$ cat src/rtl/parking_pkg.sv
// Shared types and constants for the parking slot allocator.
// GATE_TIMER_EN adds the GATE_HOLD state used by the entry barrier timer.
package parking_pkg;

    localparam int NUM_SLOTS = 15;
    localparam int IDX_W     = 4;

    typedef logic [IDX_W-1:0]     slot_idx_t;
    typedef logic [NUM_SLOTS-1:0] occ_vec_t;

    localparam slot_idx_t SLOTS_N = slot_idx_t'(NUM_SLOTS);

    typedef enum logic [2:0] {
        IDLE,
        ENTRY_SCAN,
        ENTRY_RESP,
        EXIT_RESP,
`ifdef GATE_TIMER_EN
        WAIT_REL,
        GATE_HOLD
`else
        WAIT_REL
`endif
    } alloc_state_t;

    // Out-of-range indices shift the one out, giving an empty mask.
    function automatic occ_vec_t slot_mask(slot_idx_t i);
        return occ_vec_t'(1) << i;
    endfunction

endpackage

$ cat src/rtl/parking_slot_allocator_if.sv
// Gate-side request/response bundle of the parking slot allocator.
// Master is the gate sensor side, slave is the allocator.
interface parking_slot_allocator_if;
    import parking_pkg::*;

    logic      entry_req;
    logic      exit_req;
    slot_idx_t exit_slot;
    logic      entry_ack;
    logic      entry_nack;
    slot_idx_t entry_slot;
    logic      exit_ack;
    logic      exit_err;
    occ_vec_t  car_occ;
    slot_idx_t free_cnt;
    logic      gate_open;

    modport master (
        output entry_req,
        output exit_req,
        output exit_slot,
        input  entry_ack,
        input  entry_nack,
        input  entry_slot,
        input  exit_ack,
        input  exit_err,
        input  car_occ,
        input  free_cnt,
        input  gate_open
    );

    modport slave (
        input  entry_req,
        input  exit_req,
        input  exit_slot,
        output entry_ack,
        output entry_nack,
        output entry_slot,
        output exit_ack,
        output exit_err,
        output car_occ,
        output free_cnt,
        output gate_open
    );

endinterface

$ cat src/rtl/slot_priority_enc.sv
// Lowest-free-slot finder over the occupancy vector.
// full_o is set when no slot is free; idx_o is then 0.
module slot_priority_enc
    import parking_pkg::*;
(
    input  occ_vec_t  occ_i,
    output logic      full_o,
    output slot_idx_t idx_o
);

    // Scan downwards so the lowest free index is the last written.
    always_comb begin
        full_o = 1'b1;
        idx_o  = '0;
        for (int i = NUM_SLOTS - 1; i >= 0; i--) begin
            if (!occ_i[i]) begin
                full_o = 1'b0;
                idx_o  = slot_idx_t'(i);
            end
        end
    end

endmodule

$ cat src/rtl/parking_slot_allocator.sv
// Entry/exit slot allocator owning car_occ and the free-slot count.
// Define GATE_TIMER_EN to drive gate_open for GATE_CYCLES after a grant.
module parking_slot_allocator
    import parking_pkg::*;
#(
    parameter int GATE_CYCLES = 100_000_000
) (
    input logic               clk,
    input logic               rst,
    parking_slot_allocator_if.slave bus
);

    alloc_state_t state_q, state_d;
    occ_vec_t     occ_q, occ_d;
    slot_idx_t    free_q, free_d;
    slot_idx_t    slot_q, slot_d;
    slot_idx_t    idx_q, idx_d;
    logic         full_q, full_d;
    logic         srv_exit_q, srv_exit_d;
    logic         eack_q, eack_d;
    logic         enack_q, enack_d;
    logic         xack_q, xack_d;
    logic         xerr_q, xerr_d;

    logic         enc_full;
    slot_idx_t    enc_idx;
    logic         exit_hit;
    logic         srv_req;
    logic         gate_busy;
    logic         gate_last;

    slot_priority_enc u_enc (
        .occ_i  (occ_q),
        .full_o (enc_full),
        .idx_o  (enc_idx)
    );

    assign exit_hit = (bus.exit_slot < SLOTS_N)
                   && ((occ_q & slot_mask(bus.exit_slot)) != '0);
    assign srv_req  = srv_exit_q ? bus.exit_req : bus.entry_req;

`ifdef GATE_TIMER_EN
    localparam int GW = $clog2(GATE_CYCLES + 1);

    logic          gate_q;
    logic [GW-1:0] gcnt_q;

    // Window starts on the grant edge, independent of the FSM.
    always_ff @(posedge clk or posedge rst) begin
        if (rst) begin
            gate_q <= 1'b0;
            gcnt_q <= '0;
        end else if (eack_d) begin
            gate_q <= 1'b1;
            gcnt_q <= GW'(GATE_CYCLES - 1);
        end else if (gate_q) begin
            if (gcnt_q == '0) begin
                gate_q <= 1'b0;
            end else begin
                gcnt_q <= gcnt_q - 1'b1;
            end
        end
    end

    assign gate_last     = gate_q && (gcnt_q == '0);
    assign gate_busy     = gate_q && !gate_last;
    assign bus.gate_open = gate_q;
`else
    logic unused_gate;

    assign unused_gate   = (GATE_CYCLES == 0);
    assign gate_last     = 1'b0;
    assign gate_busy     = 1'b0;
    assign bus.gate_open = 1'b0;
`endif

    always_comb begin
        state_d    = state_q;
        occ_d      = occ_q;
        free_d     = free_q;
        slot_d     = slot_q;
        idx_d      = idx_q;
        full_d     = full_q;
        srv_exit_d = srv_exit_q;
        eack_d     = 1'b0;
        enack_d    = 1'b0;
        xack_d     = 1'b0;
        xerr_d     = 1'b0;
        unique case (state_q)
            IDLE: begin
                // Exit first so a departure can make room.
                if (bus.exit_req) begin
                    srv_exit_d = 1'b1;
                    state_d    = EXIT_RESP;
                end else if (bus.entry_req) begin
                    srv_exit_d = 1'b0;
                    state_d    = ENTRY_SCAN;
                end
            end
            ENTRY_SCAN: begin
                full_d  = enc_full;
                idx_d   = enc_idx;
                state_d = ENTRY_RESP;
            end
            ENTRY_RESP: begin
                if (!full_q && free_q != '0) begin
                    occ_d  = occ_q | slot_mask(idx_q);
                    slot_d = idx_q;
                    free_d = free_q - 1'b1;
                    eack_d = 1'b1;
                end else begin
                    enack_d = 1'b1;
                end
                state_d = WAIT_REL;
            end
            EXIT_RESP: begin
                if (exit_hit) begin
                    occ_d  = occ_q & ~slot_mask(bus.exit_slot);
                    free_d = free_q + 1'b1;
                    xack_d = 1'b1;
                end else begin
                    xerr_d = 1'b1;
                end
                state_d = WAIT_REL;
            end
            WAIT_REL: begin
                if (!srv_req) begin
`ifdef GATE_TIMER_EN
                    state_d = gate_busy ? GATE_HOLD : IDLE;
`else
                    state_d = IDLE;
`endif
                end
            end
`ifdef GATE_TIMER_EN
            GATE_HOLD: begin
                if (!gate_busy) begin
                    state_d = IDLE;
                end
            end
`endif
            default: begin
                state_d = IDLE;
            end
        endcase
    end

    always_ff @(posedge clk or posedge rst) begin
        if (rst) begin
            state_q    <= IDLE;
            occ_q      <= '0;
            free_q     <= SLOTS_N;
            slot_q     <= '0;
            idx_q      <= '0;
            full_q     <= 1'b0;
            srv_exit_q <= 1'b0;
            eack_q     <= 1'b0;
            enack_q    <= 1'b0;
            xack_q     <= 1'b0;
            xerr_q     <= 1'b0;
        end else begin
            state_q    <= state_d;
            occ_q      <= occ_d;
            free_q     <= free_d;
            slot_q     <= slot_d;
            idx_q      <= idx_d;
            full_q     <= full_d;
            srv_exit_q <= srv_exit_d;
            eack_q     <= eack_d;
            enack_q    <= enack_d;
            xack_q     <= xack_d;
            xerr_q     <= xerr_d;
        end
    end

    assign bus.entry_ack  = eack_q;
    assign bus.entry_nack = enack_q;
    assign bus.entry_slot = slot_q;
    assign bus.exit_ack   = xack_q;
    assign bus.exit_err   = xerr_q;
    assign bus.car_occ    = occ_q;
    assign bus.free_cnt   = free_q;

endmodule
$ cat src/flat_wrapper.sv
// flat-port wrapper written by rule: the top's interface ports become plain ports
module parking_slot_allocator_flat import parking_pkg::*;
#(
    parameter int GATE_CYCLES = 100_000_000
)
  (clk, rst, bus_entry_req, bus_exit_req, bus_exit_slot, bus_entry_ack, bus_entry_nack, bus_entry_slot, bus_exit_ack, bus_exit_err, bus_car_occ, bus_free_cnt, bus_gate_open);
  parking_slot_allocator_if bus_i ();
  input logic clk;
  input logic rst;
  input wire logic [$bits(bus_i.entry_req)-1:0] bus_entry_req;
  input wire logic [$bits(bus_i.exit_req)-1:0] bus_exit_req;
  input wire logic [$bits(bus_i.exit_slot)-1:0] bus_exit_slot;
  output wire logic [$bits(bus_i.entry_ack)-1:0] bus_entry_ack;
  output wire logic [$bits(bus_i.entry_nack)-1:0] bus_entry_nack;
  output wire logic [$bits(bus_i.entry_slot)-1:0] bus_entry_slot;
  output wire logic [$bits(bus_i.exit_ack)-1:0] bus_exit_ack;
  output wire logic [$bits(bus_i.exit_err)-1:0] bus_exit_err;
  output wire logic [$bits(bus_i.car_occ)-1:0] bus_car_occ;
  output wire logic [$bits(bus_i.free_cnt)-1:0] bus_free_cnt;
  output wire logic [$bits(bus_i.gate_open)-1:0] bus_gate_open;
  assign bus_i.entry_req = bus_entry_req;
  assign bus_i.exit_req = bus_exit_req;
  assign bus_i.exit_slot = bus_exit_slot;
  assign bus_entry_ack = bus_i.entry_ack;
  assign bus_entry_nack = bus_i.entry_nack;
  assign bus_entry_slot = bus_i.entry_slot;
  assign bus_exit_ack = bus_i.exit_ack;
  assign bus_exit_err = bus_i.exit_err;
  assign bus_car_occ = bus_i.car_occ;
  assign bus_free_cnt = bus_i.free_cnt;
  assign bus_gate_open = bus_i.gate_open;
  parking_slot_allocator #(.GATE_CYCLES(GATE_CYCLES)) u_core (.clk(clk), .rst(rst), .bus(bus_i));
endmodule
$ cat config.mk
export PLATFORM = sky130hd
export DESIGN_NAME = parking_slot_allocator_flat
export DESIGN_NICKNAME = d
export VERILOG_FILES = /design/src/rtl/parking_pkg.sv /design/src/rtl/parking_slot_allocator_if.sv /design/src/rtl/slot_priority_enc.sv /design/src/rtl/parking_slot_allocator.sv /design/src/flat_wrapper.sv
export SDC_FILE = /design/constraint.sdc
export NUM_CORES = 1
export LEC_CHECK = 0
export BUFFER_PORTS_ARGS = -buffer_cell sky130_fd_sc_hd__buf_2
export CAP_MARGIN = 40
export CORE_ASPECT_RATIO = 1.75
export CORE_MARGIN = 8
export CORE_UTILIZATION = 45
export DETAILED_ROUTE_END_ITERATION = 16
export PLACE_DENSITY_LB_ADDON = 0.15
export REMOVE_ABC_BUFFERS = 1
export SYNTH_ARGS = -nofsm -noshare
export SYNTH_HDL_FRONTEND = slang
export SYNTH_SLANG_ARGS = --single-unit
$ cat constraint.sdc
create_clock -name clk -period 2.42 [get_ports clk]
set_input_delay 0.242 -clock clk [delete_from_list [all_inputs] [get_ports clk]]
set_output_delay 0.242 -clock clk [all_outputs]
set_load 0.02 [all_outputs]
Word level (Yosys, flattened, before mapping) --
Cells that the tools add are included.
Storage, ports and cells: output and inout port bits 28, bits in registers 36, input port bits 8
Cells by class: reductions and logical operators 13, add/sub/neg operators 2, shift operators 2, equal/unequal tests 8, order comparisons 1, multiplexer cells 51, bitwise operators 4
Operators with widths (count):
- 4-bit 2-to-1 mux | 17
- 15-bit bitwise AND | 2
- 15-bit 2-to-1 mux | 2
- 15-bit case mux with 2 select lines | 1
- 1-bit by 4-bit left shift with 15-bit output (first input constant) | 2
- 1-bit 2-to-1 mux | 26
- 15-bit inverter | 1
- 15-bit OR | 1
- 15-bit nonzero test | 1
- 3-bit case mux with 4 select lines | 1
- 3-bit 2-to-1 mux | 3
- 4-bit case mux with 2 select lines | 1
- 3-bit by 2-bit == test with 1-bit output (second input constant) | 2
- 2-bit AND reduction | 3
- 4-bit by 1-bit adder with 4-bit output (second input constant) | 1
- 4-bit < comparator (second input constant) | 1
- 2-bit by 1-bit inequality test with 1-bit output (second input constant) | 2
- 2-bit nonzero test | 2
- 4-bit nonzero test | 1
- 4-bit by 1-bit subtractor with 4-bit output (second input constant) | 1
- 3-bit by 1-bit == test with 1-bit output (second input constant) | 1
- 3-bit == test (second input constant) | 1
- 3-bit logical NOT | 1
- 3-bit inequality test (second input constant) | 1
- 5 further kinds | 6

Logic depth before layout (Yosys ltp) --
word-level depth 15, gate-level depth with buffers 10

Modules after synthesis --
Synthesis repeated with hierarchy kept, for this count alone.
Unflattened totals: cells, all modules 220, area total of the unflattened synthesis 2119.5 um2
Modules (own cells, without submodules):
- parking_slot_allocator | area an instance 1943.1 um2, sequential area each 905.9 um2, times used 1, cells each 190
- slot_priority_enc | area an instance 176.4 um2, sequential area each 0.0 um2, times used 1, cells each 30

Worst setup path after synthesis --
OpenSTA, ideal clock, no wires.
path kind flip-flop to flip-flop, from register u_core.state_q[0], to register u_core.free_q[3], in the netlist u_core.bus.free_cnt[3], stages on the path, launching flop included 11, clock period less this slack 2640 ps, required time 2326 ps, slack -220 ps, arrival 2546 ps, library setup time 94 ps, path through dfrtp_1 > clkbuf_1 > inv_1 > nor2_1 > clkinv_1 > ha_1 > a21o_1 > a21oi_1 > nor2b_1 > and4_4 > or4_1
Between the ends: cells in the longest elaborated chain, start to end 3
RTL lines:
- from (decl) | line parking_slot_allocator.sv:13 | alloc_state_t state_q, state_d;
- from (signal assigned) | line parking_slot_allocator.sv:162 | state_q <= state_d;
- 3-bit by 2-bit == test with 1-bit output | line parking_slot_allocator.sv:89 | unique case (state_q)
- 2-bit by 1-bit inequality test with 1-bit output (no line) / 2-bit nonzero test (equally long branches)
- 3-bit AND reduction (no line)
- to (signal assigned) | line parking_slot_allocator.sv:164 | free_q <= free_d;
- to (decl) | line parking_slot_allocator.sv:15 | slot_idx_t free_q, free_d;
Several ways; a longest one is shown, not always the timed one. A chain may end at the register's enable or synchronous reset.

Final worst setup path --
from register u_core.state_q[2], to register u_core.free_q[3], in the netlist u_core.bus.free_cnt[3]
Same word-level chain as after synthesis.

==> key figures <==
CTS
  • TritonCTS buffer count: 5
  • Sink Count: 36
  • Clk pin slew, worst setup/hold paths: around 80 ps
  • CTS root buf: clkbuf_8
  • Total number of H-tree levels: 2
  • Total setup buffers inserted after CTS: 0
  • Worst-skew pair later-pin latency: 290 ps
  • Cts hold-fix bufs: 0
  • CTS tree: done
  • Post-CTS Resized: 0
  • CTS Buffer Depth: 2

Cells and area
  • Antenna cell count: 0
  • P&R area growth vs syn: 19.0%
  • Fin nets: 281
  • Filler cell count: 440
  • Multi-input logic area: between 0.001 and 0.0015 mm^2
  • Final Non-Filler Cells: 322
  • Layout cells sized above 1: 26.6%
  • Seq. cell area: approximately 910 um^2

Global route
  • Global route total overflow: 0
  • Global-route wire length before repair: 9600 um
  • Largest net degree at the start of global routing: 37
  • GRT Total Usage: 17.4%
  • Initial antenna violation count: 0
  • Via count of the first global-routing pass: 1938

Setup path
  • Critical Path Start Type: register
  • Critical Path Source: u_core.state_q[2]
  • Worst Path Required: 2630 ps
  • Largest stage delay on the critical path: ~500 ps
  • WP data arrival: 2450 ps
  • R2R Path Start: u_core.state_q[2]
  • Critical path class: reg2reg
  • Slowest cell on crit path: or4_1
  • CP Max Fanout: 4
  • Crit path cell chain: nand2b_1, nor2_2, inv_2, ha_1, a21o_1, a21oi_2, nor2b_1, and4_4, or4_1
  • CP Capture Type: register

Die
  • Die outline height: 105 um
  • Die Area: 0.00702 mm^2
  • # rows: 32
  • Num ports: 36
  • Die width: 66.9 um
  • Core area: 0.00436 mm^2
  • Starting Density: a little under half

Timing
  • Fin. Hold Viols: 0
  • # setup viols final: 0
  • Fmax: about 450 MHz
  • RSZ-0062 raised after global routing: no
  • Clk_skew: 5.07 ps
  • Fin crit share: 92.4%
  • Final Slew Violations: 0
  • Post-route setup slack: between 150 and 200 ps
  • Crit path time final: 2240 ps

Placement
  • Worst slack, placed: 11.2 ps
  • Placer congestion estimate: 0.879
  • Inst Count DP: 314
  • Buffers added on ports: 34
  • Hpwl dp: approximately 4300 um

Route
  • DR vias/cell: 5.80
  • Drt pass-1 iters: 4
  • Final WL: 5800 um
  • Via count: 1869
  • Number of nets still failing antenna checks after routing: 0
  • DR iter-0 viols: 173
  • Post-route DRC violation count: 0
  • WL/cell: 18.0 um

Synthesis
  • Post-synth EDFFs: 0
  • Async SR Flop Fraction: 100%
  • Yosys warnings: 0
  • Avg Inst Size Synth: between 9 and 10 um^2
  • Yosys reg bits: 36
  • Most numerous cell in the Yosys netlist: nand2_1
  • Top cells by area, synth: dfrtp_1 39%, nand2_1 7.6%, dfstp_2 5.2%
  • Mapped Area: between 0.002 and 0.0025 mm^2
  • Ys flop type: dfrtp_1
  • Share of the synthesized area in the top cell type: 39.3%
  • Sequential share of the synthesized area: 44.5%
  • Largest area contributor in the netlist: dfrtp_1
  • Netlist cell types: 56
  • Synthesized instance count: 226
  • Synth top cells by count: 41 x nand2_1, 32 x dfrtp_1, 19 x o21ai_0

Power
  • Leak: 0.00110 uW
  • Worst IR drop on VDD: 1070 uV
  • Pwr dens: around 1300 mW/mm^2

Status
  • Status: completed

Job
  • Max-cap violations: 0

Hold path
  • HP Class: in2async
[where the power goes]
part / total, uW / switching (uW) / internal (uW)
combinational: 1450 / 840 / 606
sequential: 1130 / 282 / 847
clock: 539 / 234 / 305
[metrics by stage]
stage	setup TNS, ps	hold WS (ps)	area (um^2)	total power, uW	util, %
after floorplan	-190	359	1990	2010	-
after global placement	0	365	2310	2540	52.9
after detailed placement	0	374	2310	2570	52.9
after CTS	0	55.8	2420	3120	55.4
after global routing	0	85.5	2420	3350	55.6
final	0	36.4	2420	3110	55.6
[final timing paths]
kind | endpoint | slack (ps) | cells past startpoint
max in group asynchronous | u_core.bus.free_cnt[0] | 2030 | 3
min | u_core.idx_q[3] | 40 | 3
min in group clk | u_core.state_q[0] | 180 | 2
max | u_core.bus.free_cnt[3] | 180 | 9
min reg2reg | u_core.bus.entry_slot[2] | 480 | 2
max reg2reg | u_core.bus.free_cnt[3] | 180 | 9
[worst max-delay path, delay by kind of cell (launching register included)]
family	cells	cell delay, ps
adder cells (fa/ha/maj)	1	280
AND/OR/NAND/NOR	5	1070
buffers and inverters	1	60
AO/OA/AOI/OAI	2	370
flip-flops	1	380
[final cells by class]
cell class | instances | share of cell area [%]
clock buffers | 5 | 2.84
clock inverters | 3 | 1.75
inverters | 13 | 2.01
multi-input cells | 169 | 43.0
flip-flops and latches | 36 | 37.4
well taps | 51 | 2.63
repair buffers | 45 | 10.4
[sequential cells by signal (all words and copies together), names as in the netlist]
signal	cells
u_core.full_q	1
u_core.bus.entry_nack	1
u_core.bus.free_cnt	4
u_core.idx_q	4
u_core.srv_exit_q	1
u_core.bus.entry_slot	4
u_core.state_q	3
u_core.bus.exit_ack	1
u_core.bus.exit_err	1
u_core.bus.entry_ack	1
u_core.bus.car_occ	15
[cell families after synthesis]
logic type	after synthesis	synth area share [%]
simple gates	101	25.4
compound gates	54	17.9
flops	36	44.5
buf+inv	21	4.67
mux	8	4.24
fa+ha+maj	3	2.21
xor+xnor	2	0.860
other cells	1	0.184
[layout by cell type, fill, tap and decap left out, types with 3 or more instances in the layout]
| master | Yosys | routed |
|---|---|---|
| nor2_1 | 14 | 13 |
| nand2_1 | 41 | 41 |
| a21oi_1 | 4 | 3 |
| dfstp_2 | 4 | 4 |
| nor2b_1 | 4 | 4 |
| mux2_2 | 3 | 3 |
| buf_2 | 4 | 34 |
| nand2b_1 | 5 | 5 |
| inv_1 | 11 | 11 |
| nor4_1 | 3 | 3 |
| nand4_1 | 4 | 4 |
| nand3_1 | 5 | 5 |
| dfrtp_1 | 32 | 32 |
| o21ai_0 | 19 | 19 |
| nor3_1 | 6 | 6 |
| o41ai_1 | 5 | 5 |
| buf_4 | 1 | 11 |
| mux2i_1 | 3 | 3 |
| clkbuf_8 | 0 | 5 |
| o211ai_1 | 6 | 6 |
[layer usage]
metal / routed length [um] / GRT usage, %
met5: 0 / 0
met4: 184 / 8.27
met1: 2170 / 18.7
met3: 337 / 3.85
met2: 3110 / 30.5
Power figures use the tool's default switching activity.
